File: config.mk
export PLATFORM = sky130hd
export DESIGN_NAME = spi_cache_loader
export DESIGN_NICKNAME = d
export VERILOG_FILES = /design/src/rtl/tiny_proc_pkg.sv /design/src/rtl/sipo_frame.sv /design/src/rtl/spi_cache_loader.sv
export SDC_FILE = /design/constraint.sdc
export NUM_CORES = 1
export LEC_CHECK = 0
export ABC_AREA = 0
export CAP_MARGIN = 25
export CORE_ASPECT_RATIO = 1.5
export CORE_MARGIN = 2
export CORE_UTILIZATION = 50
export CTS_CLUSTER_DIAMETER = 40
export DETAILED_ROUTE_END_ITERATION = 10
export GPL_TIMING_DRIVEN = 0
export PLACE_DENSITY = 0.72
export SLEW_MARGIN = 0
export SYNTH_ARGS = -nofsm -noshare
export SYNTH_HDL_FRONTEND = slang
export SYNTH_HIERARCHICAL = 1
export SYNTH_SLANG_ARGS = --single-unit
File: constraint.sdc
create_clock -name clk -period 3 [get_ports clk]
set_input_delay 0.6 -clock clk [delete_from_list [all_inputs] [get_ports clk]]
set_output_delay 0.6 -clock clk [all_outputs]
set_load 0.02 [all_outputs]
File: src/rtl/tiny_proc_pkg.sv
// Shared widths, command encoding, loader FSM state codes and error codes
// for the SPI cache loader.
package tiny_proc_pkg;

   localparam int DATA_W_DEF = 8;
   localparam int ADDR_W_DEF = 4;

   localparam logic CMD_READ  = 1'b0;
   localparam logic CMD_WRITE = 1'b1;

   localparam logic [2:0] ST_IDLE  = 3'd0;
   localparam logic [2:0] ST_HDR   = 3'd1;
   localparam logic [2:0] ST_WDATA = 3'd2;
   localparam logic [2:0] ST_RTURN = 3'd3;
   localparam logic [2:0] ST_RDATA = 3'd4;

   localparam logic [1:0] ERR_NONE    = 2'd0;
   localparam logic [1:0] ERR_ABORT   = 2'd1;
   localparam logic [1:0] ERR_OVERRUN = 2'd2;
   localparam logic [1:0] ERR_BADSEL  = 2'd3;

endpackage

File: src/rtl/sipo_frame.sv
// Serial-in shifter for the address/data part of a frame, with a down-counter
// that flags the last header bit and the last data bit as they are sampled.
module sipo_frame #(
   parameter int ADDR_W = 4,
   parameter int DATA_W = 8
) (
   input  logic                     clk,
   input  logic                     rst,
   input  logic                     start,
   input  logic                     shift_en,
   input  logic                     bit_in,
   output logic [ADDR_W-1:0]        rd_addr,
   output logic [ADDR_W+DATA_W-1:0] frame_word,
   output logic                     hdr_done,
   output logic                     frame_done
);
   localparam int SH_W  = ADDR_W + DATA_W;
   localparam int CNT_W = $clog2(SH_W);

   logic [SH_W-1:0]  sreg_q, sreg_d;
   logic [CNT_W-1:0] cnt_q, cnt_d;

   // The command bit is sampled at frame start and kept by the caller, so the
   // shifter starts empty and counts the remaining address+data bits.
   always_comb begin
      sreg_d = sreg_q;
      cnt_d  = cnt_q;
      if (start) begin
         sreg_d = '0;
         cnt_d  = CNT_W'(SH_W - 1);
      end else if (shift_en) begin
         sreg_d = {sreg_q[SH_W-2:0], bit_in};
         cnt_d  = cnt_q - 1'b1;
      end
   end

   always_ff @(posedge clk) begin
      if (rst) begin
         sreg_q <= '0;
         cnt_q  <= '0;
      end else begin
         sreg_q <= sreg_d;
         cnt_q  <= cnt_d;
      end
   end

   assign rd_addr    = sreg_q[ADDR_W-1:0];
   assign frame_word = sreg_d;
   assign hdr_done   = shift_en && (cnt_q == CNT_W'(DATA_W));
   assign frame_done = shift_en && (cnt_q == '0);

endmodule

File: src/rtl/spi_cache_loader.sv
// SPI frame decoder that loads and reads back the instruction/data caches
// while the core is idle, parking one write while the core runs.
//
// state    | meaning
// IDLE     | no frame; a single cs_n low starts one and samples the command bit
// HDR      | shifting address bits
// WDATA    | shifting write data; last bit hands the word to the pending slot
// RTURN    | turnaround: read the cache into the readback shifter
// RDATA    | shifting readback data out on miso
module spi_cache_loader
   import tiny_proc_pkg::*;
#(
   parameter int DATA_W = DATA_W_DEF,
   parameter int ADDR_W = ADDR_W_DEF
) (
   input  logic              clk,
   input  logic              rst,
   input  logic              csi_n,
   input  logic              csd_n,
   input  logic              mosi,
   output logic              miso,
   input  logic              core_busy,
   output logic              mem_req,
   output logic              mem_sel,
   output logic              mem_wen,
   output logic [ADDR_W-1:0] mem_addr,
   output logic [DATA_W-1:0] mem_wdata,
   input  logic [DATA_W-1:0] mem_rdata,
   input  logic              err_clr,
   output logic [1:0]        err_code,
   output logic              busy
);
   localparam int RCNT_W = $clog2(DATA_W);

   logic [2:0]              state_q, state_d;
   logic                    tgt_q, tgt_d;
   logic                    cmd_q, cmd_d;
   logic                    blk_q, blk_d;
   logic                    pend_q, pend_d;
   logic                    pend_sel_q, pend_sel_d;
   logic [ADDR_W-1:0]       pend_addr_q, pend_addr_d;
   logic [DATA_W-1:0]       pend_data_q, pend_data_d;
   logic [DATA_W-1:0]       rsh_q, rsh_d;
   logic [RCNT_W-1:0]       rcnt_q, rcnt_d;
   logic [1:0]              err_q, err_d;
   logic [ADDR_W-1:0]       addr_hold_q, addr_hold_d;
   logic [DATA_W-1:0]       data_hold_q, data_hold_d;

   logic                    start, shift_en, abort, commit, read_req;
   logic                    hdr_done, frame_done;
   logic [ADDR_W-1:0]       rd_addr;
   logic [ADDR_W+DATA_W-1:0] frame_word;

   sipo_frame #(.ADDR_W(ADDR_W), .DATA_W(DATA_W)) u_sipo (
      .clk        (clk),
      .rst        (rst),
      .start      (start),
      .shift_en   (shift_en),
      .bit_in     (mosi),
      .rd_addr    (rd_addr),
      .frame_word (frame_word),
      .hdr_done   (hdr_done),
      .frame_done (frame_done)
   );

   // The target is fixed at frame start; only its own cs_n can abort the frame.
   assign abort    = (state_q != ST_IDLE) && (tgt_q ? csd_n : csi_n);
   assign start    = (state_q == ST_IDLE) && !blk_q && (csi_n != csd_n);
   assign shift_en = !abort && ((state_q == ST_HDR) || (state_q == ST_WDATA));
   assign commit   = pend_q && !core_busy && !rst;
   assign read_req = (state_q == ST_RTURN) && !abort && !core_busy && !pend_q && !rst;

   assign mem_req   = commit || read_req;
   assign mem_wen   = commit;
   assign mem_sel   = commit ? pend_sel_q : tgt_q;
   assign mem_addr  = commit ? pend_addr_q : (read_req ? rd_addr : addr_hold_q);
   assign mem_wdata = commit ? pend_data_q : data_hold_q;
   assign miso      = (state_q == ST_RDATA) && rsh_q[DATA_W-1];
   assign busy      = (state_q != ST_IDLE) || pend_q;
   assign err_code  = err_q;

   always_comb begin
      state_d     = state_q;
      tgt_d       = tgt_q;
      cmd_d       = cmd_q;
      blk_d       = blk_q;
      pend_d      = pend_q && !commit;
      pend_sel_d  = pend_sel_q;
      pend_addr_d = pend_addr_q;
      pend_data_d = pend_data_q;
      rsh_d       = rsh_q;
      rcnt_d      = rcnt_q;
      err_d       = err_clr ? ERR_NONE : err_q;
      addr_hold_d = mem_addr;
      data_hold_d = mem_wdata;
      case (state_q)
         ST_IDLE: begin
            if (blk_q) begin
               if (csi_n && csd_n) blk_d = 1'b0;
            end else if (!csi_n && !csd_n) begin
               err_d = ERR_BADSEL;
               blk_d = 1'b1;
            end else if (start) begin
               tgt_d   = csi_n;
               cmd_d   = mosi;
               state_d = ST_HDR;
            end
         end
         ST_HDR: begin
            if (hdr_done) state_d = (cmd_q == CMD_WRITE) ? ST_WDATA : ST_RTURN;
         end
         ST_WDATA: begin
            if (frame_done) begin
               state_d = ST_IDLE;
               // A still-occupied slot keeps the older write; the new one is lost.
               if (pend_q && !commit) begin
                  err_d = ERR_OVERRUN;
               end else begin
                  pend_d      = 1'b1;
                  pend_sel_d  = tgt_q;
                  pend_addr_d = frame_word[DATA_W +: ADDR_W];
                  pend_data_d = frame_word[DATA_W-1:0];
               end
            end
         end
         ST_RTURN: begin
            state_d = ST_RDATA;
            rcnt_d  = RCNT_W'(DATA_W - 1);
            if (read_req) begin
               rsh_d = mem_rdata;
            end else begin
               rsh_d = '0;
               err_d = ERR_OVERRUN;
            end
         end
         ST_RDATA: begin
            rsh_d  = {rsh_q[DATA_W-2:0], 1'b0};
            rcnt_d = rcnt_q - 1'b1;
            if (rcnt_q == '0) state_d = ST_IDLE;
         end
         default: state_d = ST_IDLE;
      endcase
      if (abort) begin
         state_d = ST_IDLE;
         err_d   = ERR_ABORT;
      end
   end

   always_ff @(posedge clk) begin
      if (rst) begin
         state_q     <= ST_IDLE;
         tgt_q       <= 1'b0;
         cmd_q       <= 1'b0;
         blk_q       <= 1'b0;
         pend_q      <= 1'b0;
         pend_sel_q  <= 1'b0;
         pend_addr_q <= '0;
         pend_data_q <= '0;
         rsh_q       <= '0;
         rcnt_q      <= '0;
         err_q       <= ERR_NONE;
         addr_hold_q <= '0;
         data_hold_q <= '0;
      end else begin
         state_q     <= state_d;
         tgt_q       <= tgt_d;
         cmd_q       <= cmd_d;
         blk_q       <= blk_d;
         pend_q      <= pend_d;
         pend_sel_q  <= pend_sel_d;
         pend_addr_q <= pend_addr_d;
         pend_data_q <= pend_data_d;
         rsh_q       <= rsh_d;
         rcnt_q      <= rcnt_d;
         err_q       <= err_d;
         addr_hold_q <= addr_hold_d;
         data_hold_q <= data_hold_d;
      end
   end

endmodule

* After elaboration in Yosys (flattened, before gate mapping)
Cells that the tools add are included.
Storage, ports and cells: register bits after elaboration 61, input bits 15, output and inout bits 19, logic and storage cells 105
Operators by class: $add $sub $neg 2, eq/ne operators 12, mux-type cells 33, bitwise operators 3, reductions and logical operators 38
Operators with widths (count):
- $mux W12 | 2
- $mux W3 | 6
- $logic_and A1 B1 Y1 | 16
- $mux W4 | 4
- $mux W8 | 2
- $pmux W8 S2 | 1
- $pmux W3 S5 | 1
- $mux W2 | 6
- $ne A2 B2 Y1 const B | 5
- $mux W1 | 9
- $logic_not A1 Y1 | 8
- $eq A3 B2 Y1 const B | 2
- $logic_not A3 Y1 | 2
- $pmux W2 S3 | 1
- $pmux W3 S2 | 1
- $reduce_and A6 Y1 | 1
- $eq A4 B4 Y1 const B | 1
- $logic_not A4 Y1 | 1
- $reduce_and A4 Y1 | 1
- $reduce_bool A2 Y1 | 2
- $reduce_or A2 Y1 | 2
- $sub A4 B1 Y4 const B | 1
- $eq A3 B1 Y1 const B | 1
- $eq A3 B3 Y1 const B | 1
- other kinds (7) | 11

* Longest topological paths before layout
depth after elaboration 10, gate-level depth with buffers 12, gate-level depth less buffers 9

* Cells and area by module
Netlist, hierarchy kept.
By module, submodules not included:
- spi_cache_loader | instances 1, cells an instance 244, area each 2170.8 µm², sequential area each 900.9 µm²
- sipo_frame | instances 1, cells an instance 83, area each 757.0 µm², sequential area each 320.3 µm²

* Worst setup path after synthesis
Ideal clock, no wire load.
path type input-to-reg, start input port csd_n, end register pend_addr_q[1], library setup time 0.128 ns, arrival time 2.238 ns, data required time 2.872 ns, path slack 0.635 ns, cell stages on the path 10, path buffers 2, cells stage by stage mux2_2 > nor3_1 > buf_6 > nor2b_1 > nand2_1 > nor2_1 > nand4_2 > buf_6 > mux2i_1 > nor2_1
On the way: cells in the longest elaborated chain, start to end 6, elaborated cells between the ends (all ways) 10, classes of those cells 1 x eq/ne; 3 x mux; 6 x reduce/logical
RTL lines:
- start, declared | RTL line spi_cache_loader.sv:19 | input logic csd_n,
- $mux W1 | RTL line spi_cache_loader.sv:67 | assign abort = (state_q != ST_IDLE) && (tgt_q ? csd_n : csi_n);
- $logic_and A1 B1 Y1 | RTL line spi_cache_loader.sv:67
- $logic_not A1 Y1 | RTL line spi_cache_loader.sv:69 | assign shift_en = !abort && ((state_q == ST_HDR) || (state_q == ST_WDATA));
- $logic_and A1 B1 Y1 | RTL line spi_cache_loader.sv:69
- via shift_en | RTL line spi_cache_loader.sv:49 | logic start, shift_en, abort, commit, read_req;
- $logic_and A1 B1 Y1 | RTL line sipo_frame.sv:50 | assign frame_done = shift_en && (cnt_q == '0);
- via frame_done | RTL line spi_cache_loader.sv:50 | logic hdr_done, frame_done;
- $reduce_and A3 Y1 (no line)
- end signal, assigned | RTL line spi_cache_loader.sv:171 | pend_addr_q <= pend_addr_d;
- end, declared | RTL line spi_cache_loader.sv:41 | logic [ADDR_W-1:0] pend_addr_q, pend_addr_d;
The timed path passes the listed nets, and every way through them passes these cells. A chain may end at the register's enable or synchronous reset.

* Worst setup path after layout
start input port csd_n, end output port mem_addr[2]
On the way: cells in the longest elaborated chain, start to end 9
RTL lines:
- $mux W1 | RTL line spi_cache_loader.sv:67
- $logic_and A1 B1 Y1 | RTL line spi_cache_loader.sv:67
- $logic_not A1 Y1 | RTL line spi_cache_loader.sv:71 | assign read_req = (state_q == ST_RTURN) && !abort && !core_busy && !pend_q && !rst;
- $logic_and A1 B1 Y1 (4 in a row) | RTL line spi_cache_loader.sv:71
- $mux W4 (2 in a row) | RTL line spi_cache_loader.sv:76 | assign mem_addr = commit ? pend_addr_q : (read_req ? rd_addr : addr_hold_q);
- end, declared | RTL line spi_cache_loader.sv:26 | output logic [ADDR_W-1:0] mem_addr,
Every way passes these cells.

==> flow_summary.yaml <==
floorplanning:
  initial_core_util: 0.510
  die_w_um: 66.5
  rows: 34
  fp.dieArea_um2: 6500
  boundaryPins: 34
  die-height_um: 97.7
  core_area_um2: 5740
layout:
  area_delta_synth_final_pct: 23.0
  drive_gt1_frac: 0.150
  layout_common_cells: "61 x dfxtp_1, 36 x nor2_1, 29 x mux2i_1"
  layoutNonFillerInstCount: 451
  final_common_cell: "dfxtp_1"
  diodes: 0
  nets: 395
synthesis:
  synth_edf_count: 0
  syn-num-nets: 348
  synth_xor_xnor_area_share: 0.0120
  synth_warnings: 6
  synthArstFlopShare: 0
  muxShareOfSynthArea: 0.137
  synth-simple-area-share: 0.214
  yosys.area_share.adder: 0.0256
  syn_inst: 327
  synth_top_family_by_area: "simple AND/OR/NAND/NOR gates"
  synth_compound_area_frac: 0.128
  synth-main-ff-cell: "dfxtp_1"
  synth-seq-cells: 61
  synth_area_um2: 2930
  synth_cell_types: 46
  synth_area_per_cell_um2: 8.95
  yosysSeqAreaShare: 0.417
setup_path:
  r2r_end: "pend_data_q[0]$_SDFFE_PP0P_"
  critPathLaunchType: "primary input"
  cp.arrival_ns: 2.29
  rrSetupSlack_ns: 0.41
  r2r_start: "state_q[0]$_SDFFE_PP0P_"
  cp_max_fo: 10
  cp-end-kind: "output pin"
  crit_type: "primary input to output pin"
  rr_worst_depth: 12
  required_ns: 2.40
clocking:
  clk_pin_slew_worst_paths_ns: 0.07
  postCtsHoldBufs: 0
  worstSkewPairLatency_ns: 0.34
  clock_path_buffers: 2
  cts_buffers: 9
  clock-sinks: 61
  cts_tree: "yes"
  htree_levels: 3
  clockRootBuffer: "clkbuf_8"
routing:
  routed_wl_mm: 6.63
  viasPerCell: 5.49
  firstDrtPassIters: 4
  drc: 0
  drtIter0Drc: 209
  num_vias: 2477
  wl_per_cell_um: 14.7
  ant_nets: 0
global_routing:
  gr-total-overflow: 0
  track_usage: 0.223
  grt_pass1_wl_mm: 11.1
  grt_max_degree: 12
  antenna_found_initial: 0
  first_global_vias: 2393
placement:
  detailed_place_hpwl_mm: 4.76
  pre_cts_slack_ns: -0.376
  placed_cells: 432
  place_congestion: 0.822
  portBuffers: 33
hold_path:
  hold_end: "cmd_q$_SDFFE_PP0P_"
  worstHoldPathCells: 2
  hp-class: "flop to flop"
  hp-start: "cmd_q$_SDFFE_PP0P_"
sta:
  rsz0062_at_grt: "false"
  finalClockSkew_ns: 0.0130
  finalSetupViolCount: 0
  hold_violations: 0
  fin_crit_ns: 2.89
  final.setup.worst_slack_ns: 0.112
  slew_viol_final: 0
  period_share: 0.963
  fmax_mhz: 346
  slew_headroom: 0.537
  worstMarginPinSlew_ns: 0.688
power:
  ir_worst_vdd_mv: 0.452
  leakagePower_nw: 1.55
  total_power_w: 0.00248
  powerDensity_nw_per_um2: 687
outcome:
  status: "finished, final reports clean"
run:
  maxCapViolations: 0
-- area by class of cell --
class / count / area [um^2]
fillers: 523 / 2140
multi-input cells: 231 / 1530
flip-flops and latches: 61 / 1220
repair buffers: 35 / 338
plain buffers: 25 / 155
clock buffers: 10 / 138
well taps: 72 / 90.1
clock inverters: 6 / 86.3
inverters: 11 / 41.3
-- worst max-delay path, stage by stage --
cell and delay (ns):
clkdlybuf4s50_1 0.47, mux2i_2 0.23, and4_1 0.28, buf_6 0.16, nor3_2 0.05, nor3_1 0.15
dlygate4sd2_1 0.35
-- state kept, by name, indices dropped and copies added, names as in the netlist --
| name | flops |
|---|---|
| cmd_q | 1 |
| pend_data_q | 8 |
| rsh_q | 8 |
| u_sipo/cnt_q | 4 |
| addr_hold_q | 4 |
| pend_sel_q | 1 |
| u_sipo/sreg_q | 12 |
| err_code | 2 |
| pend_addr_q | 4 |
| blk_q | 1 |
| data_hold_q | 8 |
| state_q | 3 |
| rcnt_q | 3 |
| tgt_q | 1 |
| pend_q | 1 |
-- Yosys cell counts, types with 2 or more instances --
| cell type | instances | area, um^2 |
|---|---|---|
| clkbuf_1 | 11 | 41.3 |
| mux2i_1 | 30 | 300 |
| buf_4 | 4 | 30.0 |
| a21oi_1 | 22 | 110 |
| nand2_1 | 28 | 105 |
| a32oi_1 | 2 | 17.5 |
| mux2_2 | 9 | 101 |
| a211oi_1 | 3 | 22.5 |
| nand3_1 | 3 | 15.0 |
| nor2b_1 | 4 | 25.0 |
| nor3_1 | 18 | 90.1 |
| and3_1 | 2 | 12.5 |
| o21ai_0 | 13 | 65.1 |
| xnor2_1 | 3 | 26.3 |
| o22a_1 | 2 | 17.5 |
| a31oi_1 | 2 | 12.5 |
| o221ai_1 | 8 | 70.1 |
| buf_2 | 5 | 25.0 |
| inv_1 | 11 | 41.3 |
| o211a_1 | 2 | 20.0 |
| and2_1 | 9 | 56.3 |
| buf_6 | 5 | 56.3 |
| nor3_2 | 2 | 20.0 |
| nand2b_1 | 4 | 25.0 |
| ha_1 | 6 | 75.1 |
| nor3b_1 | 2 | 15.0 |
| dfxtp_1 | 61 | 1220 |
| nor2_1 | 38 | 143 |
-- through the flow --
step | utilization | hold slack [ns] | setup TNS [ns] | instance area (um^2)
finish | 0.627 | 0.457 | 0 | 3600
global route | 0.627 | 0.495 | 0 | 3600
CTS | 0.625 | 0.460 | 0 | 3590
detailed placement | 0.583 | 0.451 | -4.28 | 3350
global placement | 0.583 | 0.447 | -4.37 | 3350
floorplan | - | 0.437 | 0 | 2930
-- timing repair --
action,4_1_cts,5_1_grt
gates resized for setup,11,7
hold endpoints to repair,0,0
setup buffers,2,0
pin swaps,2,1
gates cloned,1,0
setup endpoints to repair,15,22
-- where the power goes --
group          internal (W)  switching (W)
sequential         0.000865      0.0000493
clock              0.000488       0.000330
combinational      0.000318       0.000425
-- cells by family (layout without fill, tap and decap cells) --
kind of cell             count (synthesis)  count (layout)
buffers and inverters                   36              87
AO/OA/AOI/OAI                           59              59
XOR/XNOR                                 4               4
flip-flops                              61              61
AND/OR/NAND/NOR                        122             123
multiplexers                            39              39
adder cells (fa/ha/maj)                  6               6
-- layer usage --
layer / GRT usage / vias to the layer above / part of all wire
met2: 0.396 / 79 / 0.53
met1: 0.244 / 1141 / 0.40
li1: - / 1234 / -
met3: 0.0371 / 23 / 0.040
met5: 0 / - / 0
met4: 0.122 / 0 / 0.034
-- worst max path at each step --
stage                         start                           to  slack [ns]  depth (start not counted)
after floorplan               csd_n  pend_addr_q[1]$_SDFFE_PP0P_        0.63                         10
after global placement          rst                  mem_addr[0]       -0.37                          7
after detailed placement        rst                  mem_addr[0]       -0.38                          7
after CTS                 core_busy                 mem_wdata[6]      0.0008                          5
after global routing          csd_n                  mem_addr[2]        0.04                          8
final                         csd_n                  mem_addr[2]        0.11                          7
(Power assumes the default switching activity.)
